### src/rtl/proc_pkg.sv
// rtl/proc_pkg.sv - shared processor constants, instruction field bounds and fetch FSM state
package proc_pkg;

  localparam logic [3:0] OP_NOP    = 4'h0;
  localparam logic [3:0] OP_LOAD   = 4'h1;
  localparam logic [3:0] OP_STORE  = 4'h2;
  localparam logic [3:0] OP_BRANCH = 4'h3;
  localparam logic [3:0] OP_XOR    = 4'h4;
  localparam logic [3:0] OP_ADD    = 4'h5;
  localparam logic [3:0] OP_ROT    = 4'h6;
  localparam logic [3:0] OP_SHIFT  = 4'h7;
  localparam logic [3:0] OP_HALT   = 4'h8;
  localparam logic [3:0] OP_CMP    = 4'h9;

  localparam int OPC_HI        = 31;
  localparam int OPC_LO        = 28;
  localparam int CC_HI         = 27;
  localparam int CC_LO         = 24;
  localparam int SRC_TYPE_BIT  = 27;
  localparam int DEST_TYPE_BIT = 26;
  localparam int SRC_HI        = 23;
  localparam int SRC_LO        = 12;
  localparam int DEST_HI       = 11;
  localparam int DEST_LO       = 0;

  typedef enum logic [1:0] {
    FETCH_IDLE,
    FETCH_WAIT,
    FETCH_DROP,
    FETCH_HALTED
  } fetch_state_t;

endpackage

### src/rtl/instr_queue.sv
// rtl/instr_queue.sv - synchronous FIFO holding {pc, word} entries between fetch and decode
// Flush wins over push/pop; pop on empty and push on full are ignored.
module instr_queue #(
  parameter int WIDTH = 44,
  parameter int DEPTH = 4
) (
  input  logic                       clk,
  input  logic                       reset,
  input  logic                       push,
  input  logic [WIDTH-1:0]           push_data,
  input  logic                       pop,
  input  logic                       flush,
  output logic [WIDTH-1:0]           head,
  output logic [$clog2(DEPTH):0]     count
);

  localparam int PTR_W = $clog2(DEPTH);
  localparam int CNT_W = PTR_W + 1;

  logic [WIDTH-1:0] mem [DEPTH];
  logic [PTR_W-1:0] wr_ptr;
  logic [PTR_W-1:0] rd_ptr;
  logic             do_push;
  logic             do_pop;

  assign do_pop  = pop && (count != '0);
  assign do_push = push && (count != CNT_W'(DEPTH));

  always_ff @(posedge clk or posedge reset) begin
    if (reset) begin
      wr_ptr <= '0;
      rd_ptr <= '0;
      count  <= '0;
    end else if (flush) begin
      wr_ptr <= '0;
      rd_ptr <= '0;
      count  <= '0;
    end else begin
      if (do_push) wr_ptr <= wr_ptr + 1'b1;
      if (do_pop)  rd_ptr <= rd_ptr + 1'b1;
      count <= count + CNT_W'(do_push) - CNT_W'(do_pop);
    end
  end

  always_ff @(posedge clk) begin
    if (do_push && !flush) mem[wr_ptr] <= push_data;
  end

  assign head = mem[rd_ptr];

endmodule

### src/rtl/instr_fetch_unit.sv
// rtl/instr_fetch_unit.sv - fetch FSM: one outstanding read, slot reservation, redirect and HALT stop
// Acked words land in instr_queue; decode pops them over valid/ready.
module instr_fetch_unit
  import proc_pkg::*;
#(
  parameter int                ADDR_W   = 12,
  parameter int                DATA_W   = 32,
  parameter int                DEPTH    = 4,
  parameter logic [ADDR_W-1:0] RESET_PC = '0
) (
  input  logic                     clk,
  input  logic                     reset,
  output logic                     mem_req,
  output logic [ADDR_W-1:0]        mem_addr,
  input  logic                     mem_ack,
  input  logic [DATA_W-1:0]        mem_rdata,
  output logic                     instr_valid,
  output logic [DATA_W-1:0]        instr_data,
  output logic [ADDR_W-1:0]        instr_pc,
  input  logic                     instr_ready,
  input  logic                     redirect,
  input  logic [ADDR_W-1:0]        redirect_pc,
  output logic                     halted,
  output logic [$clog2(DEPTH):0]   fifo_count
);

  localparam int ENTRY_W = ADDR_W + DATA_W;

  fetch_state_t        state, state_next;
  logic [ADDR_W-1:0]   pc, pc_next;
  logic [ADDR_W-1:0]   addr_next;
  logic                req_next;
  logic                halted_next;
  logic                push;
  logic                flush;
  logic                outstanding;
  logic                has_space;
  logic [ENTRY_W-1:0]  head;

  // An issued request already owns a slot, so an ack can never find the queue full.
  assign outstanding = (state == FETCH_WAIT) || (state == FETCH_DROP);
  assign has_space   = (int'(fifo_count) + int'(outstanding)) < DEPTH;

  always_ff @(posedge clk or posedge reset) begin
    if (reset) begin
      state    <= FETCH_IDLE;
      pc       <= RESET_PC;
      mem_req  <= 1'b0;
      mem_addr <= '0;
      halted   <= 1'b0;
    end else begin
      state    <= state_next;
      pc       <= pc_next;
      mem_req  <= req_next;
      mem_addr <= addr_next;
      halted   <= halted_next;
    end
  end

  always_comb begin
    state_next  = state;
    pc_next     = pc;
    req_next    = mem_req;
    addr_next   = mem_addr;
    halted_next = halted;
    push        = 1'b0;
    flush       = 1'b0;
    if (redirect) begin
      flush       = 1'b1;
      pc_next     = redirect_pc;
      halted_next = 1'b0;
      case (state)
        // A still-pending read must complete before the next one may start.
        FETCH_WAIT, FETCH_DROP: begin
          if (mem_ack) begin
            req_next   = 1'b0;
            state_next = FETCH_IDLE;
          end else begin
            state_next = FETCH_DROP;
          end
        end
        default: state_next = FETCH_IDLE;
      endcase
    end else begin
      case (state)
        FETCH_IDLE: begin
          if (!halted && has_space) begin
            req_next   = 1'b1;
            addr_next  = pc;
            state_next = FETCH_WAIT;
          end
        end
        FETCH_WAIT: begin
          if (mem_ack) begin
            push     = 1'b1;
            pc_next  = pc + 1'b1;
            req_next = 1'b0;
            if (mem_rdata[OPC_HI:OPC_LO] == OP_HALT) begin
              halted_next = 1'b1;
              state_next  = FETCH_HALTED;
            end else begin
              state_next = FETCH_IDLE;
            end
          end
        end
        FETCH_DROP: begin
          if (mem_ack) begin
            req_next   = 1'b0;
            state_next = FETCH_IDLE;
          end
        end
        default: ;
      endcase
    end
  end

  instr_queue #(
    .WIDTH (ENTRY_W),
    .DEPTH (DEPTH)
  ) u_queue (
    .clk       (clk),
    .reset     (reset),
    .push      (push),
    .push_data ({pc, mem_rdata}),
    .pop       (instr_valid && instr_ready),
    .flush     (flush),
    .head      (head),
    .count     (fifo_count)
  );

  assign instr_valid = (fifo_count != '0);
  assign instr_pc    = instr_valid ? head[ENTRY_W-1:DATA_W] : '0;
  assign instr_data  = instr_valid ? head[DATA_W-1:0] : '0;

endmodule

### config.mk
export PLATFORM = sky130hd
export DESIGN_NAME = instr_fetch_unit
export DESIGN_NICKNAME = d
export VERILOG_FILES = /design/src/rtl/proc_pkg.sv /design/src/rtl/instr_queue.sv /design/src/rtl/instr_fetch_unit.sv
export SDC_FILE = /design/constraint.sdc
export NUM_CORES = 1
export LEC_CHECK = 0
export CAP_MARGIN = 20
export CELL_PAD_IN_SITES_DETAIL_PLACEMENT = 0
export CELL_PAD_IN_SITES_GLOBAL_PLACEMENT = 2
export CORE_ASPECT_RATIO = 1.1
export CORE_MARGIN = 4
export CORE_UTILIZATION = 30
export DETAILED_ROUTE_END_ITERATION = 6
export PLACE_DENSITY = 0.7
export SLEW_MARGIN = 20
export SYNTH_ARGS = -nofsm -noshare
export SYNTH_HDL_FRONTEND = slang
export SYNTH_SLANG_ARGS = --single-unit
export TNS_END_PERCENT = 1
### constraint.sdc
create_clock -name clk -period 4.4 [get_ports clk]
set_input_delay 0.44 -clock clk [delete_from_list [all_inputs] [get_ports clk]]
set_output_delay 0.44 -clock clk [all_outputs]
set_load 0.01 [all_outputs]
==> metrics.md, run 1 <==
| Metric | Value |
|---|---|
| Status | complete, no violations |
| Worst-path fanout max | 46 |
| Post-route fraction of the period consumed by the critical path | roughly 75% |
| Number of placed I/O pins | 111 |
| Arrival time reported for the critical path endpoint | ~2.9 ns |
| Global routing usage summed across all routing layers | a little over a tenth |
| Final-layout setup total negative slack | 0 ns |
| TritonCTS clock tree | built |
| Average size of a mapped cell | around 19 sq um |
| Transition time of the tightest slew-check pin | between 0.9 and 1 ns |
| Post-synthesis compound-gate area fraction | 1.90% |
| Pin count of the biggest net entering global routing | 48 |
| CP startpoint kind | register |
| Buffer cell driving the clock tree root | sky130_fd_sc_hd__clkbuf_16 |
| Core Box Area | 0.0280 sq mm |
| Power density over the cells | approximately 560 mW/mm^2 |
| Internal power component | 0.00437 W |
| Residual antenna-violating net count after detailed routing | 0 |
| Maximum ir drop on the vdd rail | roughly 290 uV |
| Number of antenna violations at the first check in global routing | 0 |
| DR iter-0 viols | 127 |
| Placed cell area | around 0.010 sq mm |
| Number of H-tree branching levels | 1 |
| Layout cell share with drive strength beyond 1 | between 10% and 20% |
| Chip Width | approximately 170 um |
| Final HPWL from detailed placement | 11200 um |
| Static leakage | 3.60 nW |
| Switching pwr | ~0.0016 W |
| Global placement routability congestion | about 0.75 |
| Area growth, synth to finish | 25.7% |
| Count of warnings emitted by yosys | 0 |
| Register-to-register setup slack | roughly 1.5 ns |
| Most common cell after layout, fill and taps aside | sky130_fd_sc_hd__edfxtp_1 |
| Xor/xnor share of the synthesized area | 1.43% |
| Number of pins exceeding their max-slew limit in the final report | 0 |
| Clock Pin Slew Worst Setup and Hold Paths | ~0.060 ns |
| Top_reg_cell synth | sky130_fd_sc_hd__edfxtp_1 |
| # rows | between 60 and 70 |
| Die extent in y | about 190 um |
| Final number of hold-violating endpoints | 0 |
| Simple-gate area share of the yosys netlist | under 10% |
| Clock network fraction of total power | 29.1% |
| Distinct cell type count of the synthesized netlist | 47 |
| Adder-Cell Fraction of Synth Area | roughly 2.0% |
| Vias in the first global route | about 4700 |
| Per-cell routed wire length | around 18 um |
| Final Critical Period | 3.30 ns |
| Critical Path End Type | primary output |
| Clock Tree Buf Depth | 3 |
| Post-synthesis async set-or-reset flop share | about 17% |
| Type of the tightest min-delay check | in2async |
| Number of synthesized register bits | 211 |
| Setup repair after global routing missed its margin | false |
| Post-CTS Hold Fix Bufs | 0 |
| Proportion of synthesized chip area in sequential cells | about 72% |
| Count of fill cells added during filler insertion | about 2600 |
| Logic gate share of total power | roughly 28% |
| Post-Synthesis Cell Area | between 0.008 and 0.009 sq mm |
| Number of enable-type register cells in the synthesized netlist | between 150 and 200 |
| Multiplexer area fraction after synthesis | around 14% |
| Antenna Diode Count | 0 |
| Setup fix buffers added after clock tree synthesis | 0 |
| Highest-count cells in the layout ignoring fill and taps | sky130_fd_sc_hd__edfxtp_1 (176), sky130_fd_sc_hd__clkdlybuf4s50_1 (110), sky130_fd_sc_hd__and2_1 (45), sky130_fd_sc_hd__mux4_2 (44), sky130_fd_sc_hd__dfrtp_1 (33) |
| CTS Sinks | between 200 and 250 |
| Total via count after detailed routing | roughly 4300 |
| Skew-Pair Late Insertion Delay | around 0.50 ns |
| Setup CP Type | reg2out |
| Fraction of power consumed by sequential logic | between 40% and 50% |
| Clock buffers created by TritonCTS | 23 |
| Worst slew margin relative to its limit | a little over a third |
| I/O Buffers | 110 |
| Global-route wire length before repair | between 20000 and 30000 um |
| Clock Skews | roughly 0.016 ns |
| Largest family of logic cells by synthesized area | multiplexers |
| Number of instances in the synthesized netlist | about 450 |
| Count of final setup violators | 0 |
| Via density per instance | about 4.5 |
| Routed WL | about 17000 um |
| Final routed DRC violation total | 0 |
| WP data required | a little under 4 ns |
| Total iterations of the first detailed-routing run | 4 |
| Area of the die | ~0.031 sq mm |
| Post-layout net count | 641 |
| Final std cell area, no fill | roughly 0.011 sq mm |
| Number of gates resized after cts | 0 |
| Max cap viols | 0 |
| Fmax | 0.303 GHz |
| Total congestion overflow after global routing | 0 |
| Initial Utilization | a little under a third |
| Fraction of power spent switching nets | 27.0% |
| Number of nets produced by synthesis | 516 |
cells by family after synthesis:
group	after synthesis
compound gates	25
xor+xnor	14
fa+ha+maj	13
buf+inv	29
flops	211
mux	59
simple gates	103
state kept, by name, summed over array words and instances, names as in the netlist:
signal / flops
u_queue.count: 3
pc: 12
mem_req: 1
u_queue.mem: 176
u_queue.rd_ptr: 2
u_queue.wr_ptr: 2
state: 2
mem_addr: 12
halted: 1
metal layers:
| layer | track usage, % | share of wire, % |
|---|---|---|
| met1 | 13.9 | 42 |
| met3 | 2.67 | 6.1 |
| met2 | 18.8 | 51 |
| met5 | 0 | 0 |
| met4 | 2.42 | 1.2 |
cells in the mapped netlist, drive strengths merged, types with 2 or more instances:
| cell | number | area [sq um] |
|---|---|---|
| dfrtp | 35 | 876 |
| nand3 | 6 | 30.0 |
| mux2 | 13 | 184 |
| xnor2 | 7 | 61.3 |
| clkbuf | 9 | 35.0 |
| o21ai | 14 | 70.1 |
| a21oi | 2 | 10.0 |
| mux2i | 2 | 20.0 |
| nand2 | 18 | 70.1 |
| inv | 9 | 33.8 |
| xor2 | 7 | 61.3 |
| nor2 | 10 | 37.5 |
| and4 | 2 | 18.8 |
| nor4 | 3 | 18.8 |
| buf | 11 | 97.6 |
| nand4 | 4 | 31.3 |
| nand3b | 4 | 30.0 |
| ha | 12 | 150 |
| edfxtp | 176 | 5290 |
| mux4 | 44 | 991 |
| and2 | 49 | 307 |
path summary, 6_finish.rpt:
path                              startpoint                end  depth (start not counted)
min reg2reg                      mem_addr[7]        mem_addr[7]                          1
min in group clk             redirect_pc[11]             pc[11]                          3
min                                    reset        mem_addr[9]                          2
max in group asynchronous              reset  u_queue.wr_ptr[0]                          3
max reg2reg                 u_queue.count[0]   u_queue.count[2]                          9
max                        u_queue.rd_ptr[0]        instr_pc[1]                          3
final cells by class:
type | count | area (sq um) | share of cell area [%]
clock inverters | 13 | 98.8 | 0.918
well taps | 363 | 454 | 4.22
repair buffers | 120 | 1180 | 10.9
multi-input cells | 214 | 2250 | 20.9
flip-flops and latches | 211 | 6170 | 57.3
inverters | 9 | 33.8 | 0.314
clock buffers | 27 | 591 | 5.48
stage by stage:
stage / util [%] / total power, W / worst slack [ns] / hold WS, ns / cells
2_1_floorplan: - / 0.00353 / 1.67 / 0.516 / 454
6_report: 38.4 / 0.00599 / 1.10 / 0.415 / 957
5_1_grt: 38.4 / 0.00632 / 0.860 / 0.490 / 957
3_5_place_dp: 36.0 / 0.00434 / 1.27 / 0.500 / 917
3_3_place_gp: 36.0 / 0.00431 / 1.33 / 0.496 / 917
4_1_cts: 38.4 / 0.00611 / 0.967 / 0.445 / 957
worst max-delay path, stage by stage, from the launching register on:
cell and delay (ns):
sky130_fd_sc_hd__dfrtp_4 1.07, sky130_fd_sc_hd__mux4_2 0.63, sky130_fd_sc_hd__and2_1 0.18, sky130_fd_sc_hd__clkdlybuf4s50_1 0.47
power by group through the flow:
stage	registers (W)	clock network, W	logic [W]
2_1_floorplan	0.00247	0	0.00105
3_3_place_gp	0.00261	0	0.00170
3_5_place_dp	0.00262	0	0.00172
4_1_cts	0.00258	0.00180	0.00173
5_1_grt	0.00261	0.00190	0.00182
6_report	0.00256	0.00174	0.00168
Power figures use the tool's default switching activity.
==> inputs of run 2 (changes only) <==
- clock period: 4.4 -> 3.34 ns (I/O delays scaled with it)
==> run 2 against run 1 <==
Net effect:
- clock skew decreased by 0.0079 ns
- highest routed layer unchanged
- clock power increased by 32%
- sequential share of layout area decreased by 0.84 points
- worst setup slack got worse by 0.73 ns
- wire length about the same
- sequential cell count unchanged
- register-to-register slack got worse by 0.70 ns
- critical endpoint is now instr_pc[7]
- die area unchanged
- count of clock-buffer cells in the layout unchanged
- hold slack got worse by 0.18 ns
- combinational power increased by 43%
==> metrics.md, run 2 (same netlist as run 1, synthesis figures left out) <==
| Metric | Value |
|---|---|
| Final routed DRC violation total | 0 (unchanged) |
| Post-route fraction of the period consumed by the critical path | 89.1% |
| Core Box Area | 0.0280 sq mm (unchanged) |
| Final Hold Slack | 0.240 ns (was 0.415 ns) |
| Number of placed I/O pins | 111 (unchanged) |
| Global routing usage summed across all routing layers | 10.9% (about the same) |
| Crit path buf inv count | 2 (was 1) |
| Highest-count cells in the layout ignoring fill and taps | sky130_fd_sc_hd__edfxtp_1 (176), sky130_fd_sc_hd__clkdlybuf4s50_1 (110), sky130_fd_sc_hd__and2_1 (45), sky130_fd_sc_hd__mux4_2 (44), sky130_fd_sc_hd__dfrtp_1 (33) (unchanged) |
| Max reg flops | 176 (unchanged) |
| DR iter-0 viols | 160 (was 127) |
| Per-cell routed wire length | 18.0 um (was 18.1 um) |
| TritonCTS clock tree | built (unchanged) |
| Status | complete, no violations (unchanged) |
| Residual antenna-violating net count after detailed routing | 0 (unchanged) |
| Post-layout net count | 644 (was 641) |
| Number of H-tree branching levels | 1 (unchanged) |
| Setup repair after global routing missed its margin | false (unchanged) |
| Antenna Diode Count | 0 (unchanged) |
| I/O Buffers | 110 (unchanged) |
| Pin count of the biggest net entering global routing | 47 (was 48) |
| Clock buffers created by TritonCTS | 22 (was 23) |
| Clock Skews | 0.00842 ns (was 0.0163 ns) |
| Fmax | roughly 0.34 GHz |
| Global placement routability congestion | 0.744 (was 0.750) |
| Crit path max-delay cell type | sky130_fd_sc_hd__dfrtp_4 (unchanged) |
| Global-route wire length before repair | 26900 um (was 26600 um) |
| Most common cell after layout, fill and taps aside | sky130_fd_sc_hd__edfxtp_1 (unchanged) |
| Post-CTS Hold Fix Bufs | 0 (unchanged) |
| Skew-Pair Late Insertion Delay | 0.49 ns (was 0.50 ns) |
| Setup CP Type | reg2out (unchanged) |
| Final HPWL from detailed placement | 11600 um (was 11200 um) |
| Clock Tree Buf Depth | 3 (unchanged) |
| Maximum ir drop on the vdd rail | 330 uV (was 291 uV) |
| Largest reg by FF count | u_queue.mem (unchanged) |
| Regs by FF count | u_queue.mem x176, mem_addr x12, pc x12 (unchanged) |
| Number of antenna violations at the first check in global routing | 0 (unchanged) |
| Routed WL | 17300 um (about the same) |
| Total congestion overflow after global routing | 0 (unchanged) |
| Total via count after detailed routing | 4354 (was 4310) |
| # rows | 64 (unchanged) |
| Placed cell area | 0.0102 sq mm (was 0.0101 sq mm) |
| Total iterations of the first detailed-routing run | 4 (unchanged) |
| Final Critical Period | just under 3 ns |
| Critical Path End Type | primary output (unchanged) |
| Static leakage | 3.66 nW (was 3.60 nW) |
| Worst-path fanout max | 13 (was 46) |
| Final number of hold-violating endpoints | 0 (unchanged) |
| Arrival time reported for the critical path endpoint | 2.64 ns (was 2.86 ns) |
| WP data required | 3.01 ns (was 3.96 ns) |
| Max cap viols | 0 (unchanged) |
| CP Cell Sequence | buf_4 > mux4_2 > and2_1 > clkdlybuf4s50_1 (was mux4_2 > and2_1 > clkdlybuf4s50_1) |
| Initial Utilization | 30.6% (unchanged) |
| Buffer cell driving the clock tree root | sky130_fd_sc_hd__clkbuf_16 (unchanged) |
| Type of the tightest min-delay check | in2async (unchanged) |
| Finished Core Util | 39.0% (was 38.4%) |
| Final-layout setup total negative slack | 0 ns (unchanged) |
| Vias in the first global route | 4702 (was 4662) |
| Number of gates resized after cts | 0 (unchanged) |
| Transition time of the tightest slew-check pin | 0.881 ns (was 0.973 ns) |
| Power density over the cells | 729 mW/mm^2 (was 556 mW/mm^2) |
| Area of the die | 0.0313 sq mm (unchanged) |
| Worst slew margin relative to its limit | 40.5% (was 35.1%) |
| Cell family with the largest share of critical-path delay | buffers and inverters (was flip-flops) |
| Setup fix buffers added after clock tree synthesis | 0 (unchanged) |
| Count of final setup violators | 0 (unchanged) |
| Number of pins exceeding their max-slew limit in the final report | 0 (unchanged) |
| Final std cell area, no fill | 0.0109 sq mm (was 0.0108 sq mm) |
| Via density per instance | 4.53 (was 4.50) |
| CP startpoint kind | register (unchanged) |
| Biggest cell delay along the critical path | 0.60 ns (was 1.07 ns) |
| Clock Pin Slew Worst Setup and Hold Paths | 0.06 ns (about the same) |
| Area growth, synth to finish | 27.5% (was 25.7%) |
| Die extent in y | 185 um (unchanged) |
| Chip Width | 169 um (unchanged) |
| CTS Sinks | 211 (unchanged) |
| Layout cell share with drive strength beyond 1 | 19.4% (was 18.4%) |
[run 2: cell count changes in the layout (fill, tap and decap cells not counted), sizes merged]
cell      change
clkinvlp      +1
inv           -2
clkinv        +1
buf           +4
[run 2: area by class of cell]
cell class                      count  area [sq um]
Fill cell                        2562         17100
Sequential cell                   211          6170
Multi-Input combinational cell    214          2250
Timing Repair Buffer              124          1330
Clock buffer                       27           591
Tap cell                          363           454
Clock inverter                     13           101
Inverter                            9          33.8
[run 2: final timing paths]
path                                    from            endpoint  slack (ns)  depth (start not counted)
max                        u_queue.rd_ptr[0]         instr_pc[7]        0.36                          4
min                                    reset         mem_addr[3]        0.24                          3
max reg2reg                         state[1]  u_queue.mem[1][21]        0.83                          6
min reg2reg                      mem_addr[2]         mem_addr[2]        0.51                          1
max in group asynchronous              reset   u_queue.rd_ptr[0]        2.72                          3
min in group clk             redirect_pc[11]              pc[11]        0.40                          3
[run 2: layer usage]
layer,global-route usage (%),routed length (um),vias up
li1,-,-,2028
met1,15.0,7710,2183
met2,18.2,8550,124
met3,2.22,851,19
met4,2.19,217,0
met5,0,0,-
[run 2: tightest hold or removal path, stage by stage]
cell	delay, ns
sky130_fd_sc_hd__clkdlybuf4s50_1	0.39
sky130_fd_sc_hd__inv_1	0.05
sky130_fd_sc_hd__buf_4	0.39
[run 2: report_power, final]
part | switching (W) | internal, W | total (W) | leakage, nW
registers | 0.000209 | 0.00306 | 0.00327 | 2.02
clock network | 0.000955 | 0.00134 | 0.00230 | 0.332
logic | 0.000998 | 0.00140 | 0.00240 | 1.30
total | 0.00216 | 0.00580 | 0.00796 | 3.66
[run 2: stage by stage]
stage          total power, W  worst slack [ns]  std cells
6_report              0.00796             0.363        961
3_5_place_dp          0.00578             0.652        921
5_1_grt               0.00840             0.215        961
2_1_floorplan         0.00465             0.613        454
3_3_place_gp          0.00576             0.684        921
4_1_cts               0.00811             0.282        961
==> RTL change (settings of run 2) <==
`mem_addr` no longer has a reset.
--- a/src/rtl/instr_fetch_unit.sv
+++ b/src/rtl/instr_fetch_unit.sv
@@ -47,5 +47,4 @@
       pc       <= RESET_PC;
       mem_req  <= 1'b0;
-      mem_addr <= '0;
       halted   <= 1'b0;
     end else begin
@@ -53,7 +52,10 @@
       pc       <= pc_next;
       mem_req  <= req_next;
-      mem_addr <= addr_next;
       halted   <= halted_next;
     end
+  end
+
+  always_ff @(posedge clk) begin
+    mem_addr <= addr_next;
   end
 
Function: differs if reset is asserted again (counterexample within 4 cycles, from zero or initial values and one cycle with reset high); with reset held inactive, the same outputs for 4 cycles.
==> RTL change against run 2 <==
Cell area fell by 1.1%. Sequential share of layout area rose by 1.2 points. Wire length rose by 1.9%. Clock power rose by 2%. Core utilization fell by 0.32 points. Setup slack got worse by 0.12 ns. Power fell by 3.0%. Synthesized area fell by 0.26%. Largest power group unchanged. First-iteration DRC count rose by 49%. Sequential cell count did not move.
==> RTL change: results (changes against run 2) <==
- Share of cells above drive strength 1: 15.88% (-3.5 points)
- Top post-synthesis cells by count: edfxtp_1, and2_1, mux4_2
- Via density: 4.590 (+1.3%)
- P_leak: 3.563 nW (-2.5%)
- Compound-Gate Fraction of Synth Area: 2.195% (+0.30 points)
- DR WL/cell: 18.49 um (+2.5%)
- Syn_nets: 512 (-0.78%)
- GPL Wtd Cong: 0.7351 (-1.2%)
- Critical Path AT: 2.76 ns (+0.12 ns)
- Actual slew at the worst max-slew pin: 0.9251 ns (+0.04461 ns)
- Total Wirelength: 17,660 um (+1.9%)
- EDFF count, synth: 188 (+6.8%)
- CTS Buf Count: 24 (+9.1%)
- Global-route wire length before repair: 27,300 um (+1.3%)
- Post-synthesis mux area share: 12.10% (-1.8 points)
- GRT Overall Usage: 11.18% (+0.26 points)
- Seq/Total Area, Yosys: 72.76% (+0.89 points)
- Vias in the first global route: 4,749 (+1.0%)
- Largest stage delay, worst path: 0.69 ns (+0.09 ns)
- Area after DPL: 0.01010 mm^2 (-1.4%)
- Post-place setup slack: 0.7057 ns (+0.05413 ns)
- Post-CTS Hold Buffers: 0 (unchanged)
- # resized after CTS: 0 (unchanged)
- Synth unique cells: 48 (+2.1%)
- Placed cell count: 913 (-0.87%)
- Post-synth ARST share: 10.90% (-5.7 points)
- Clk_skew: 0.01218 ns (+0.003757 ns)
- Nets: 638 (-0.93%)
- CP max FO: 28 (+15)
- Synth top area cells: edfxtp_1, mux4_2, dfrtp_1, and2_1, mux4_1
- Syn Area/Cell: 19.00 um^2 (+0.62%)
- Post-Synth XOR/XNOR Area: 1.229% (-0.20 points)
- Iter 0 DRT Violations: 238 (+49%)
- VDD IR max: 262.1 uV (-21%)
- Status: complete, no violations
RTL change: cell types whose count changed after synthesis, moves of 4 or more:
cell      change
dfrtp_1      -12
edfxtp_1     +12
mux2_4       -10
mux4_1        +6
mux4_2        -6
nor2_1        +4
RTL change: path summary, 6_finish.rpt:
path                                               start                             to  slack [ns]  cells after the start
max                        u_queue.rd_ptr[0]$_DFFE_PP0P_                    instr_pc[0]        0.24                      4
min                                                reset              pc[6]$_DFFE_PP0P_        0.24                      2
max reg2reg                         state[1]$_DFFE_PP0P_     u_queue.count[2]$_DFF_PP0_        0.88                      9
min reg2reg                          mem_req$_DFFE_PP0P_            mem_req$_DFFE_PP0P_        0.51                      1
max in group asynchronous                          reset  u_queue.rd_ptr[0]$_DFFE_PP0P_        2.61                      2
min in group clk                         redirect_pc[10]             pc[10]$_DFFE_PP0P_        0.40                      3
RTL change: critical path, delay by kind of cell (launching register included):
kind	cells	cell delay, ns
muxes	1	0.59
and+or+nand+nor	1	0.18
DFF	1	0.69
buffers and inverters	2	0.78
RTL change: area by class of cell:
class | instances | area (um^2)
Clock inverter | 7 | 37.54
Timing Repair Buffer | 121 | 1246
Multi-Input combinational cell | 206 | 2125
Inverter | 12 | 45.04
Sequential cell | 211 | 6226
Fill cell | 2545 | 17140
Tap cell | 363 | 454.2
Clock buffer | 35 | 673.1
RTL change: per-layer routing:
metal / track usage, % / wire length [um] / vias to the layer above
met1: 14.90 / 7591 / 2223
met4: 2.727 / 301 / 0
met5: 0 / 0 / -
met3: 2.134 / 974 / 24
li1: - / - / 2006
met2: 19.04 / 8792 / 130
RTL change: where the power goes:
part           internal (mW)  switching, mW
combinational           1.21          0.914
clock                   1.39          0.955
sequential              3.06          0.193
total                   5.67           2.06
